==> config.mk <==
export PLATFORM = sky130hd
export DESIGN_NAME = ce_rate_bridge
export DESIGN_NICKNAME = d
export VERILOG_FILES = /design/src/rtl/ce_rate_bridge.sv
export SDC_FILE = /design/constraint.sdc
export NUM_CORES = 1
export LEC_CHECK = 0
export ABC_AREA = 1
export BUFFER_PORTS_ARGS = -buffer_cell sky130_fd_sc_hd__buf_4
export CELL_PAD_IN_SITES_DETAIL_PLACEMENT = 1
export CELL_PAD_IN_SITES_GLOBAL_PLACEMENT = 1
export CORE_ASPECT_RATIO = 2
export CORE_MARGIN = 3
export CORE_UTILIZATION = 40
export CTS_CLUSTER_DIAMETER = 200
export DETAILED_ROUTE_END_ITERATION = 7
export PLACE_DENSITY_LB_ADDON = 0.2
export SYNTH_ARGS = -nofsm -noshare
export SYNTH_HDL_FRONTEND = slang
export SYNTH_SLANG_ARGS = --single-unit
==> constraint.sdc <==
create_clock -name iClk -period 1.75 [get_ports iClk]
set_input_delay 0.175 -clock iClk [delete_from_list [all_inputs] [get_ports iClk]]
set_output_delay 0.175 -clock iClk [all_outputs]
set_load 0.005 [all_outputs]
==> src/rtl/ce_rate_bridge.sv <==
// ce_rate_bridge: single-clock FIFO that accepts producer words at full clock
// rate and releases them one per clock-enable strobe (the consumer rate).
// Rejected writes are counted in a saturating 8-bit drop counter.
module ce_rate_bridge #(
    parameter int DATA_W = 8,
    parameter int DEPTH  = 4
) (
    input  logic                       iClk,
    input  logic                       iRsn,
    input  logic                       iEnable,
    input  logic                       iValid,
    input  logic [DATA_W-1:0]          iData,
    output logic                       oReady,
    output logic                       oValid,
    output logic [DATA_W-1:0]          oData,
    output logic [$clog2(DEPTH+1)-1:0] oLevel,
    output logic [7:0]                 oDropCnt
);

    localparam int PTR_W = $clog2(DEPTH);
    localparam int LVL_W = $clog2(DEPTH + 1);

    logic [DATA_W-1:0] mem [DEPTH];
    logic [PTR_W-1:0]  wr_ptr;
    logic [PTR_W-1:0]  rd_ptr;
    logic [LVL_W-1:0]  level;
    logic              push;
    logic              pop;
    logic              drop;

    // Handshake decisions come only from the registered occupancy, so a pop
    // on a full edge cannot free a slot for a write on that same edge, and a
    // push into an empty FIFO cannot be popped on that same edge.
    always_comb begin
        oReady = (level != LVL_W'(DEPTH));
        push   = iValid & oReady;
        pop    = iEnable & (level != '0);
        drop   = iValid & ~oReady;
        oLevel = level;
    end

    // Storage needs no reset: only entries written after reset are ever read,
    // because occupancy (not the array) decides what is valid.
    always_ff @(posedge iClk) begin
        if (push) begin
            mem[wr_ptr] <= iData;
        end
    end

    // Pointers, occupancy, output register and drop counter.
    always_ff @(posedge iClk or negedge iRsn) begin
        if (!iRsn) begin
            wr_ptr   <= '0;
            rd_ptr   <= '0;
            level    <= '0;
            oValid   <= 1'b0;
            oData    <= '0;
            oDropCnt <= '0;
        end else begin
            oValid <= pop;
            if (push) begin
                wr_ptr <= wr_ptr + PTR_W'(1);
            end
            if (pop) begin
                oData  <= mem[rd_ptr];
                rd_ptr <= rd_ptr + PTR_W'(1);
            end
            unique case ({push, pop})
                2'b10:   level <= level + LVL_W'(1);
                2'b01:   level <= level - LVL_W'(1);
                default: level <= level;
            endcase
            if (drop && (oDropCnt != 8'hFF)) begin
                oDropCnt <= oDropCnt + 8'd1;
            end
        end
    end

endmodule
==> flow_metrics.py <==
metrics = {
    "outcome": {
        "status": "finished with violations",
        "violations": "setup timing",
    },
    "finish": {
        "syn_to_final_growth_pct": 25.9,
        "multiInputGateArea_um2": 806,
        "antennaDiodeCount": 0,
        "regArea_um2": 1560,
        "fill_cells": 680,
        "drive_gt1_share_pct": 28.3,
        "nets": 318,
        "fin_util_pct": 52.9,
    },
    "timing": {
        "hold_violations": 0,
        "period_minus_slack_ps": 1770,
        "fin_skew_ps": 3.61,
        "finalMaxSlewViolations": 0,
        "rsz0062_at_grt": "true",
        "worst_pin_slew_ps": 346,
        "timing.fmax_mhz": 565,
        "setup_slack_ps": -18.8,
        "setup_viol": 1,
        "slew_headroom_pct": 77.0,
        "finalCritPeriodShare_pct": 101,
    },
    "detailed_routing": {
        "dr.pass1.iters": 4,
        "wl_per_cell_um": 15.0,
        "drc": 0,
        "vias": 1760,
        "routed_wl_um": 5420,
        "ant_nets": 0,
        "drt_iter0_markers": 41,
        "via_per_inst": 4.88,
    },
    "floorplan": {
        "core-area_um2": 5860,
        "rows": 39,
        "dieWidth_um": 61.5,
        "num_io_pins": 33,
        "die_area_um2": 7180,
        "die-height_um": 117,
        "start_util_pct": 42.0,
    },
    "worst_setup_path": {
        "cp_top_family": "simple AND/OR/NAND/NOR gates",
        "critPathMostFrequentCell": "nand2_2",
        "rr_endpoint": "oLevel[2]",
        "critPathKind": "reg2reg",
        "reg2reg_depth": 9,
        "worst-path-max-fanout": 3,
        "critPathRequiredTime_ps": 1970,
        "crit_buf_inv": 1,
        "crit_chain": "nor2_4, nand2_2, nand2_2, ha_4, inv_4, fa_2, or2_4, nand2_2, xor2_1",
        "cp-startpoint": "oLevel[0]",
        "cp-start-kind": "flop",
        "crit_path_end_kind": "flop",
        "reg2reg_slack_ps": -20,
        "max_stage_delay_ps": 410,
        "timing.rr.start": "oLevel[0]",
        "critPathSlowestCell": "dfrtp_1",
        "cp.arrival_ps": 1990,
    },
    "min_path": {
        "holdPathEnd": "mem[3][2]",
        "min_from": "iData[2]",
        "hold_depth": 1,
        "hp-class": "in2reg",
    },
    "yosys": {
        "postSynthAreaPerCell_um2": 10.2,
        "synth-seq-area-share_pct": 63.5,
        "syn_inst": 240,
        "synth_nets": 259,
        "synth_cell_types": 24,
        "ys_seq_elements": 56,
        "synth_area_um2": 2460,
        "yosys_warnings": 0,
    },
    "global_routing": {
        "grt_start_max_net_pins": 25,
        "grt_pass1_vias": 1858,
        "grt.overflow.total": 0,
        "grt_pass1_wl_um": 8940,
        "grtUsageMet1_pct": 17.1,
        "gr-usage-met3_pct": 4.17,
        "grt_usage_pct": 17.3,
        "grt.met2_usage_pct": 32.6,
        "grt_busiest_layer": "met2",
        "antenna_found_initial": 0,
    },
    "cts": {
        "cts_sinks": 56,
        "cts_htree_levels": 2,
        "root_buffer": "clkbuf_16",
        "clkLatencyLatePin_ps": 290,
        "cts_tree": "yes",
        "clk_path_buf_depth": 2,
        "numCtsBuffers": 5,
        "path_clk_slew_ps": 70,
    },
    "placement": {
        "hpwl_um": 3840,
        "globalplace.congestion": 0.755,
        "io_buffers": 32,
        "pre_cts_ws_ps": -15.2,
    },
    "pwr": {
        "power_density_nw_per_um2": 1620,
        "max-vdd-ir-drop_v": 0.000784,
        "power_leakage_nw": 1.39,
    },
    "flow_run": {
        "max_cap_viol_count": 0,
    },
}
## where the power goes
group          internal [W]  leakage, nW  switching, W  total, W
clock              0.000536       0.0742      0.000456  0.000992
combinational      0.000948        0.724       0.00106   0.00201
sequential          0.00178        0.593      0.000231   0.00201
total               0.00327         1.39       0.00175   0.00502
## area by class of cell
cell class                      instances  share of cell area (%)
Sequential cell                        56                    50.4
Multi-Input combinational cell        160                    26.0
Timing Repair Buffer                   57                    13.9
Clock buffer                            5                    4.04
Inverter                               19                    2.46
Tap cell                               61                    2.46
Clock inverter                          3                   0.727
## repair_timing
| action | in CTS | in global routing |
|---|---|---|
| pin swaps | 3 | 1 |
| setup endpoints to repair | 1 | 2 |
| hold endpoints to repair | 24 | 0 |
| setup buffers | 5 | 6 |
| hold buffers | 1 | 0 |
| resized for setup | 2 | 6 |
## cell families (layout without fill, tap and decap cells)
kind of cell | after synthesis | count (layout) | share of synthesized area, %
xor gates and xnor gates | 7 | 7 | 2.49
DFF | 56 | 56 | 63.5
adders and majority gates | 7 | 7 | 3.87
AOI/OAI and AO/OA | 23 | 23 | 4.68
buffers and inverters | 24 | 84 | 5.14
and+or+nand+nor | 123 | 123 | 20.3
## state kept, by name (all words and copies together) (netlist names)
signal and flops:
oData 8, oDropCnt 8, mem 32, rd_ptr 2, oValid 1, wr_ptr 2
oLevel 3
## Yosys cell counts
cell,instances,area share [%]
nand2_2,4,1.0
o21ai_0,10,2.0
clkinv_1,2,0.31
nand2_1,66,10
ha_1,6,3.1
buf_6,4,1.8
edfxtp_1,32,39
xnor2_1,4,1.4
xor2_1,3,1.1
nand2_4,1,0.46
buf_4,1,0.31
inv_2,3,0.46
dfrtp_1,24,24
nand3_1,4,0.81
fa_1,1,0.81
o21ai_1,10,2.0
a21oi_1,3,0.61
nand4_1,1,0.25
nand3_2,1,0.41
nor2_1,43,6.6
or2_2,1,0.25
inv_4,1,0.25
nor2_2,2,0.51
inv_1,13,2.0
## metrics by stage
stage | hold WS (ps) | instance area (um2) | total power [W] | instances | setup TNS (ps)
after floorplan | -121 | 2480 | 0.00312 | 240 | -86.2
after global placement | 104 | 2840 | 0.00378 | 341 | 0
after detailed placement | 109 | 2840 | 0.00384 | 341 | -15.2
after CTS | 77.4 | 3040 | 0.00495 | 355 | 0
after global routing | 72.7 | 3100 | 0.00544 | 361 | -129
final | 82.1 | 3100 | 0.00502 | 361 | -18.8
## cell usage in the layout, fill, tap and decap left out, types with 2 or more instances in the layout
cell type | synthesis | routed
o21ai_0 | 10 | 9
clkbuf_16 | 0 | 5
xnor2_1 | 4 | 4
edfxtp_1 | 32 | 32
inv_2 | 3 | 4
nand2_2 | 4 | 7
ha_1 | 6 | 5
nor2_1 | 43 | 43
nand3_1 | 4 | 4
a21oi_1 | 3 | 2
buf_4 | 1 | 56
dfrtp_1 | 24 | 24
xor2_1 | 3 | 3
inv_4 | 1 | 2
inv_1 | 13 | 11
clkinv_1 | 2 | 2
nand2_1 | 66 | 63
o21ai_1 | 10 | 11
## metal layers
layer	share of wire, %	vias up
li1	-	883
met1	36	843
met2	59	28
met3	3.1	6
met4	1.7	0
met5	0	-
## how the worst max path moves through the flow
stage | slack [ps] | cells after the start | to
2_1_floorplan | -90 | 9 | oLevel[2]
4_1_cts | 5 | 9 | oLevel[2]
5_1_grt | -130 | 9 | oLevel[2]
3_3_place_gp | 40 | 9 | oLevel[2]
6_report | -20 | 9 | oLevel[2]
3_5_place_dp | -20 | 9 | oLevel[2]
(Power assumes the default switching activity.)
